--- src/rtl/lsu_pkg.sv ---
// rtl/lsu_pkg.sv - shared funct3/storetype encodings, FSM state and fault classifier for the LSU
package lsu_pkg;

  localparam logic [2:0] F3_LB  = 3'b000;
  localparam logic [2:0] F3_LH  = 3'b001;
  localparam logic [2:0] F3_LW  = 3'b010;
  localparam logic [2:0] F3_LBU = 3'b100;
  localparam logic [2:0] F3_LHU = 3'b101;

  localparam logic [2:0] ST_BYTE = 3'b000;
  localparam logic [2:0] ST_HALF = 3'b001;
  localparam logic [2:0] ST_WORD = 3'b010;

  typedef enum logic {IDLE, RMW_WR} lsu_state_e;

  // Misalignment or unsupported funct3; stores share the load encodings for SB/SH/SW
  function automatic logic is_fault(input logic we, input logic [2:0] f3, input logic [1:0] off);
    logic f;
    f = 1'b0;
    if (we) begin
      if (f3[2] || (f3[1] && f3[0])) f = 1'b1;
      else if (f3 == F3_LH)          f = off[0];
      else if (f3 == F3_LW)          f = (off != 2'b00);
    end else begin
      case (f3)
        F3_LB, F3_LBU: f = 1'b0;
        F3_LH, F3_LHU: f = off[0];
        F3_LW:         f = (off != 2'b00);
        default:       f = 1'b1;
      endcase
    end
    return f;
  endfunction

endpackage

--- src/rtl/lsu_load_align.sv ---
// rtl/lsu_load_align.sv - picks the addressed byte/half of a memory word and extends it
module lsu_load_align
  import lsu_pkg::*;
(
  input  logic [31:0] word,
  input  logic [1:0]  off,
  input  logic [2:0]  funct3,
  output logic [31:0] data
);

  logic [7:0]  byte_sel;
  logic [15:0] half_sel;

  always_comb begin
    case (off)
      2'd0:    byte_sel = word[7:0];
      2'd1:    byte_sel = word[15:8];
      2'd2:    byte_sel = word[23:16];
      default: byte_sel = word[31:24];
    endcase
    half_sel = off[1] ? word[31:16] : word[15:0];
    case (funct3)
      F3_LB:   data = {{24{byte_sel[7]}}, byte_sel};
      F3_LBU:  data = {24'b0, byte_sel};
      F3_LH:   data = {{16{half_sel[15]}}, half_sel};
      F3_LHU:  data = {16'b0, half_sel};
      default: data = word;
    endcase
  end

endmodule

--- src/rtl/load_store_unit.sv ---
// rtl/load_store_unit.sv - RV32I byte-addressed load/store to word memory, RMW for offset sub-word stores
module load_store_unit
  import lsu_pkg::*;
#(
  parameter int P_ADDR_WIDTH = 11,
  parameter int P_DATA_WIDTH = 32
) (
  input  logic                    i_clk,
  input  logic                    i_rst_n,
  input  logic                    i_req_valid,
  output logic                    o_req_ready,
  input  logic                    i_req_we,
  input  logic [2:0]              i_funct3,
  input  logic [31:0]             i_addr,
  input  logic [P_DATA_WIDTH-1:0] i_wdata,
  output logic                    o_rsp_valid,
  output logic [P_DATA_WIDTH-1:0] o_rsp_rdata,
  output logic                    o_rsp_fault,
  output logic                    o_mem_we,
  output logic [P_ADDR_WIDTH-1:0] o_mem_addr,
  output logic [2:0]              o_mem_storetype,
  output logic [P_DATA_WIDTH-1:0] o_mem_wdata,
  input  logic [P_DATA_WIDTH-1:0] i_mem_rdata
);

  lsu_state_e              state;
  logic [P_ADDR_WIDTH-1:0] word_addr;
  logic [P_ADDR_WIDTH-1:0] rmw_addr;
  logic [P_DATA_WIDTH-1:0] rmw_data;
  logic [P_DATA_WIDTH-1:0] merged;
  logic [P_DATA_WIDTH-1:0] load_data;
  logic [1:0]              off;
  logic                    accept;
  logic                    fault;
  logic                    rmw_st;
  logic                    direct_st;
  logic                    mem_we_raw;
  logic                    unused_addr_hi;

  // Upper address bits are dropped so accesses wrap modulo the memory size
  assign word_addr      = i_addr[P_ADDR_WIDTH+1:2];
  assign off            = i_addr[1:0];
  assign unused_addr_hi = ^i_addr[31:P_ADDR_WIDTH+2];

  assign o_req_ready = (state == IDLE);
  assign accept      = i_req_valid && o_req_ready;
  assign fault       = is_fault(i_req_we, i_funct3, off);
  assign direct_st   = i_req_we && !fault && (off == 2'b00);
  assign rmw_st      = i_req_we && !fault && (off != 2'b00);

  lsu_load_align u_load_align (
    .word   (i_mem_rdata),
    .off    (off),
    .funct3 (i_funct3),
    .data   (load_data)
  );

  always_comb begin
    merged = i_mem_rdata;
    case (off)
      2'd1:    merged[15:8] = i_wdata[7:0];
      2'd2: begin
        if (i_funct3 == F3_LH) merged[31:16] = i_wdata[15:0];
        else                   merged[23:16] = i_wdata[7:0];
      end
      2'd3:    merged[31:24] = i_wdata[7:0];
      default: merged = i_mem_rdata;
    endcase
  end

  always_comb begin
    if (state == RMW_WR) begin
      mem_we_raw      = 1'b1;
      o_mem_addr      = rmw_addr;
      o_mem_storetype = ST_WORD;
      o_mem_wdata     = rmw_data;
    end else begin
      mem_we_raw      = accept && direct_st;
      o_mem_addr      = word_addr;
      o_mem_storetype = i_funct3;
      o_mem_wdata     = i_wdata;
    end
  end

  // Gating with reset keeps a half-finished RMW from reaching memory
  assign o_mem_we = mem_we_raw && i_rst_n;

  always_ff @(posedge i_clk or negedge i_rst_n) begin
    if (!i_rst_n) begin
      state       <= IDLE;
      o_rsp_valid <= 1'b0;
      o_rsp_rdata <= '0;
      o_rsp_fault <= 1'b0;
      rmw_addr    <= '0;
      rmw_data    <= '0;
    end else begin
      o_rsp_valid <= 1'b0;
      o_rsp_rdata <= '0;
      o_rsp_fault <= 1'b0;
      case (state)
        IDLE: begin
          if (accept) begin
            if (fault) begin
              o_rsp_valid <= 1'b1;
              o_rsp_fault <= 1'b1;
            end else if (rmw_st) begin
              rmw_addr <= word_addr;
              rmw_data <= merged;
              state    <= RMW_WR;
            end else begin
              o_rsp_valid <= 1'b1;
              if (!i_req_we) o_rsp_rdata <= load_data;
            end
          end
        end
        RMW_WR: begin
          o_rsp_valid <= 1'b1;
          state       <= IDLE;
        end
      endcase
    end
  end

endmodule

--- config.mk ---
export PLATFORM = sky130hd
export DESIGN_NAME = load_store_unit
export DESIGN_NICKNAME = d
export VERILOG_FILES = /design/src/rtl/lsu_pkg.sv /design/src/rtl/lsu_load_align.sv /design/src/rtl/load_store_unit.sv
export SDC_FILE = /design/constraint.sdc
export NUM_CORES = 1
export LEC_CHECK = 0
export CORE_UTILIZATION = 36
export CTS_CLUSTER_DIAMETER = 80
export CTS_CLUSTER_SIZE = 8
export DETAILED_ROUTE_END_ITERATION = 8
export PLACE_DENSITY_LB_ADDON = 0.2
export SYNTH_ARGS = -nofsm -noshare
export SYNTH_HDL_FRONTEND = slang
export SYNTH_HIERARCHICAL = 1
export SYNTH_SLANG_ARGS = --single-unit
--- constraint.sdc ---
create_clock -name i_clk -period 1.8 [get_ports i_clk]
set_input_delay 0.36 -clock i_clk [delete_from_list [all_inputs] [get_ports i_clk]]
set_output_delay 0.36 -clock i_clk [all_outputs]
set_load 0.005 [all_outputs]
After elaboration in Yosys (flattened, before gate mapping)
Index checks and enable logic that the tools add are counted.
- register bits after elaboration: 78
- bits of input ports: 103
- output and inout bits: 82
- word-level logic and storage cells: 62
- equal/unequal tests: 7
- multiplexer cells: 32
- bitwise logic cells: 2
- reductions and logical operators: 15
- operator list (cell ; number):
    $mux W32 ; 6
    $pmux W32 S4 ; 1
    $mux W8 ; 3
    $pmux W8 S3 ; 1
    $mux W16 ; 1
    $pmux W8 S2 ; 1
    $mux W1 ; 14
    $mux W11 ; 1
    $logic_and A1 B1 Y1 ; 7
    $eq A3 B3 Y1 const B ; 2
    $eq A2 B2 Y1 const B ; 2
    $pmux W1 S2 ; 2
    $reduce_and A4 Y1 ; 1
    $reduce_or A2 Y1 ; 2
    $eq A3 B1 Y1 const B ; 1
    $eq A3 B2 Y1 const B ; 1
    $logic_not A3 Y1 ; 1
    $mux W3 ; 1
    $pmux W1 S3 ; 1
    $eq A2 B1 Y1 const B ; 1
    $logic_not A2 Y1 ; 1
    $not A1 Y1 ; 2
    $reduce_bool A2 Y1 ; 1
    $logic_not A1 Y1 ; 1
    $logic_or A1 B1 Y1 ; 1

Longest topological paths before layout
- depth after elaboration: 12
- mapped depth: 7
- mapped depth without buffers: 4

Hierarchy
Netlist, hierarchy kept.
- modules (own cells, without submodules) (module ; times used ; cells an instance ; area an instance (um^2) ; sequential area each (um^2)):
    load_store_unit ; 1 ; 307 ; 3668.5 ; 1951.9
    lsu_load_align ; 1 ; 133 ; 969.7 ; 0.0

Worst setup path before layout
OpenSTA, ideal clock, no wires.
- kind: in2reg
- from: input i_funct3[2]
- to: register rmw_data[30]
- setup time: 0.121 ns
- data arrival time: 1.677 ns
- data required time: 1.679 ns
- slack: 0.002 ns
- stages on the path: 6
- buffers on the path: 2
- cell sequence: or3b_1 > a2111o_1 > buf_6 > buf_6 > a221o_1 > o22a_1
- longest elaborated chain between the ends: 9
- elaborated cells between the ends (all ways): 20
- classes of those cells: 4 x eq/ne; 7 x mux; 1 x bitwise; 8 x reduce/logical
- RTL lines (what ; line ; RTL):
    start: declaration ; load_store_unit.sv:13 ; input logic [2:0] i_funct3,
    $eq A3 B2 Y1 ; lsu_pkg.sv:23, lsu_pkg.sv:25 ;
    $mux W1 ; lsu_pkg.sv:23 ; else if (f3 == F3_LW) f = (off != 2'b00);
    $mux W1 ; lsu_pkg.sv:22 ; else if (f3 == F3_LH) f = off[0];
    $mux W1 ; lsu_pkg.sv:21 ; if (f3[2] || (f3[1] && f3[0])) f = 1'b1;
    $mux W1 ; lsu_pkg.sv:20 ; if (we) begin
    $logic_not A1 Y1 ; load_store_unit.sv:49 ; assign rmw_st = i_req_we && !fault && (off != 2'b00);
    $logic_and A1 B1 Y1 (2 in series) ; load_store_unit.sv:49 ;
    $reduce_and A4 Y1 (no source line) ; n/a ;
    end signal: assignment ; load_store_unit.sv:108 ; rmw_data <= merged;
    end: declaration ; load_store_unit.sv:29 ; logic [P_DATA_WIDTH-1:0] rmw_data;
Several ways; a longest one is shown, not always the timed one.
A chain may end at the register's enable or synchronous reset.

Final worst setup path
- from: register state
- to: output o_mem_wdata[12]
- longest elaborated chain between the ends: 1
- RTL lines (what ; line ; RTL):
    start: declaration ; load_store_unit.sv:26 ; lsu_state_e state;
    start signal: assignment ; load_store_unit.sv:90 ; state <= IDLE;
    start signal: assignment ; load_store_unit.sv:109 ; state <= RMW_WR;
    start signal: assignment ; load_store_unit.sv:118 ; state <= IDLE;
    $mux W32 ; load_store_unit.sv:72 ; if (state == RMW_WR) begin
    end: declaration ; load_store_unit.sv:22 ; output logic [P_DATA_WIDTH-1:0] o_mem_wdata,
Every way passes these cells.

==> results summary <==
The post-route clock period utilization came out at 1.13. The synthesis-to-layout area growth came out at 68.8%. The number of DRC markers after the initial detailed-route iteration came out at 298. The core footprint came out at 0.0126 mm2.

The fraction of power spent switching nets came out at 0.275. The number of antenna repair diodes is 0. The final weighted congestion of routability-driven global placement is 0.939. The die outline height is 116 um. Of the total power, combinational logic draws 0.257. The layout filler cell count came out at 1,040. The leakage power total came out at 3.59 nW. Entering global routing, the biggest net connects 79 pins. The part of the total power dissipated in sequential elements is 0.410. In this run the tool buffered the top-level ports with 165 buffer cells. The data arrival time of the critical path came out at 1680 ps.

The number of enable flip-flop cells after synthesis is 0. The data required time at the worst endpoint came out at 1440 ps. The first-pass iteration count of the detailed router is 7. Setup repair after global routing could not meet its margin everywhere.

The via count of the first global-routing pass is 4,588. The TritonCTS clock tree is done. The number of synthesized register bits came out at 78. The placement-stage worst setup slack is -745 ps. The min-delay analysis places its worst path in the category in2async. Once layout is complete, the cells apart from fillers number 876. For this configuration, the core starts out at a cell density of 0.369. The number of failing hold endpoints at the final stage is 0.

The global-route layer with the greatest usage is met2. The utilization after layout is 0.623. The commonest cells after synthesis are 78 x sky130_fd_sc_hd__dfrtp_1, 62 x sky130_fd_sc_hd__mux2_2, 36 x sky130_fd_sc_hd__nand2_1.

Across the VDD grid, the largest voltage drop is 418 uV. After synthesis the cells add up to 0.00464 mm2. Static timing analysis puts the maximum clock frequency at 490 MHz. The critical path is of the reg2out type. Clock tree synthesis inserted a total of 9 buffers. The row count came out at 41. The first-pass GRT wire length is 24,700 um.

The width of the die came out at 116 um. The met1 track demand over resource is 0.327. In the final routed layout, each cell accounts on average for 18.5 um.

The via count normalized by instance count came out at 5.27. STA classifies the critical path startpoint as a flop. The worst hold margin is 76.5 ps. The final worst clock skew came out at 6.92 ps. The max-cap violation count came out at 0.

After legalization and detailed placement, the total HPWL measured 11,200 um. The transition time of the tightest slew-check pin is 425 ps. The number of pins exceeding their max-slew limit in the final report was 0. After technology mapping, the gate count stands at 440.

The detailed-route DRC error count is 0. The overall power of the completed layout came out at 5.37 mW. After synthesis, the share of flip-flops with an asynchronous set or reset is 1.00.

The power per standard cell area came out at 687 mW/mm2. After detailed routing, the total wire length is 16,200 um. The clock drives 78 sinks. The kind of end point of the critical path is an output port. The clock transition time at the flip-flop clock pins of the worst setup and hold paths came out at 60 ps. The number of distinct standard cells referenced by the synthesized netlist came out at 41. The average footprint of a synthesized cell is 10.5 um2. The reg2reg setup slack came out at -230 ps. Setup slack on the critical path of the routed design comes to -243 ps. The number of levels the H-tree was split into is 3. The routed via count came out at 4,618. The number of cells in the design after placement came out at 830. The post-synth net total is 543. The proportion of power drawn by the clock network came out at 0.333. The count of nets after finishing came out at 803. Yosys attributes the largest share of cell area to sky130_fd_sc_hd__dfrtp_1 42%, sky130_fd_sc_hd__mux2_2 15%, sky130_fd_sc_hd__and2_1 4.5%. The headroom to the max-slew limit came out at 0.717. The flow ran to the end, but the final reports show violations. In the global route stage, met3 resource usage came out at 0.0549. The net switching power of the design is 1.48 mW. The area share of the largest cell type after synthesis is 0.421. The post-route minimum period is 2040 ps. The number of buffers between clock root and the deepest sink is 2. For this run, global-route usage on met2 was measured as 0.391. The proportion of layout cells with a drive suffix above 1 is 0.402. The number of warning messages in the yosys log is 6. The sequential share of the synthesized area came out at 0.421.

The maximum fanout encountered on the critical timing path came out at 7. The internal portion of the total power is 3.90 mW. The number of buffers inserted by hold repair at cts is 0.

The total setup violations reported at the end of the flow came out at 84. The number of nets with antenna violations after detailed routing came out at 0. The library cell used as clock root buffer is sky130_fd_sc_hd__clkbuf_16. The biggest area contributor in the post-synthesis netlist is sky130_fd_sc_hd__dfrtp_1. Clock latency on the worst-skew pair, taken at its later pin, is 340 ps. The total I/O pin count is 185.

For this run, the leading register cell type out of synthesis is sky130_fd_sc_hd__dfrtp_1. The area of the die came out at 0.0133 mm2. The final reports fail on setup timing.

For this run the aggregate overflow at the end of global routing stands at 0. The number of antenna violations at the first check in global routing was 0. The global-route usage over all layers came out at 0.245.

The most instantiated library cell after synthesis is sky130_fd_sc_hd__dfrtp_1.
-- worst max-delay path, stage by stage (launching register included) --
cell and delay, ps:
sky130_fd_sc_hd__dfrtp_2 420, sky130_fd_sc_hd__buf_12 130, sky130_fd_sc_hd__buf_12 120, sky130_fd_sc_hd__buf_12 130
sky130_fd_sc_hd__buf_6 120, sky130_fd_sc_hd__mux2_4 300, sky130_fd_sc_hd__buf_6 120
-- logic make-up (layout without fill, tap and decap cells) --
family / Yosys count / after routing / share of synthesized area
simple gates: 125 / 125 / 0.136
mux: 89 / 89 / 0.236
flops: 78 / 78 / 0.421
compound gates: 98 / 100 / 0.151
buf+inv: 50 / 312 / 0.0569
-- timing repair --
item                                    CTS  global route
gates resized for setup                 253            51
setup buffers                            12             8
endpoints found under the hold margin     0             0
cloned                                   10             3
endpoints found under the setup margin  105            90
pin swaps                                12             6
-- final timing paths --
check,to,cells after the start,startpoint
max,o_mem_wdata[12],6,state$_DFF_PN0_
min,o_rsp_rdata[2]$_DFF_PN0_,2,i_rst_n
max reg2reg,rmw_data[24]$_DFFE_PN0P_,7,state$_DFF_PN0_
min reg2reg,rmw_data[8]$_DFFE_PN0P_,2,rmw_data[8]$_DFFE_PN0P_
max in group asynchronous,state$_DFF_PN0_,2,i_rst_n
min in group i_clk,o_rsp_fault$_DFF_PN0_,3,i_addr[0]
-- power by group through the flow --
stage,sequential [mW],combinational [mW],clock (mW)
finish,2.20,1.38,1.79
global route,2.22,1.49,1.88
CTS,2.18,1.30,1.80
detailed placement,2.20,1.27,0
global placement,2.20,1.23,0
floorplan,2.13,0.581,0
-- cell type report --
cell class                      count  area, um2  share of cell area
Clock buffer                       11        233              0.0297
Clock inverter                      4       48.8             0.00623
Inverter                           15       56.3             0.00719
Multi-Input combinational cell    314       2590               0.331
Sequential cell                    78       1950               0.250
Tap cell                          172        215              0.0275
Timing Repair Buffer              282       2730               0.349
-- stage by stage --
step           area (um2)  TNS, ps
4_1_cts              7560    -7090
5_1_grt              7830   -13480
2_1_floorplan        4640        0
6_report             7830   -10940
3_5_place_dp         7050   -42680
3_3_place_gp         7050   -39660
-- placed cells by master (no fill, tap or decap), types with 4 or more instances in the layout --
master,n
sky130_fd_sc_hd__mux4_1,7
sky130_fd_sc_hd__nand2_2,7
sky130_fd_sc_hd__o21ai_1,5
sky130_fd_sc_hd__and2_1,32
sky130_fd_sc_hd__a21oi_1,22
sky130_fd_sc_hd__mux2_2,57
sky130_fd_sc_hd__nor2_1,28
sky130_fd_sc_hd__buf_4,76
sky130_fd_sc_hd__a221o_1,7
sky130_fd_sc_hd__clkbuf_2,4
sky130_fd_sc_hd__inv_1,13
sky130_fd_sc_hd__buf_6,27
sky130_fd_sc_hd__dfrtp_1,77
sky130_fd_sc_hd__mux2_4,7
sky130_fd_sc_hd__buf_12,11
sky130_fd_sc_hd__o22ai_1,16
sky130_fd_sc_hd__o21ai_0,7
sky130_fd_sc_hd__o221ai_2,4
sky130_fd_sc_hd__buf_8,5
sky130_fd_sc_hd__clkbuf_16,13
sky130_fd_sc_hd__a311oi_1,7
sky130_fd_sc_hd__mux2i_1,18
sky130_fd_sc_hd__o21ai_2,8
sky130_fd_sc_hd__nor2b_1,15
sky130_fd_sc_hd__buf_2,37
sky130_fd_sc_hd__o22a_1,6
sky130_fd_sc_hd__clkdlybuf4s50_1,110
sky130_fd_sc_hd__nand2_1,26
-- registers in the layout (all words and copies together), names as in the netlist --
register / flops
o_rsp_fault: 1
o_rsp_rdata: 32
o_rsp_valid: 1
rmw_addr: 11
rmw_data: 32
state: 1
-- metal layers --
| metal | vias to the layer above | part of all wire |
|---|---|---|
| met5 | - | 0 |
| met4 | 0 | 0.024 |
| met3 | 36 | 0.072 |
| li1 | 2119 | - |
| met2 | 229 | 0.47 |
| met1 | 2234 | 0.43 |
Power figures use the tool's default switching activity.
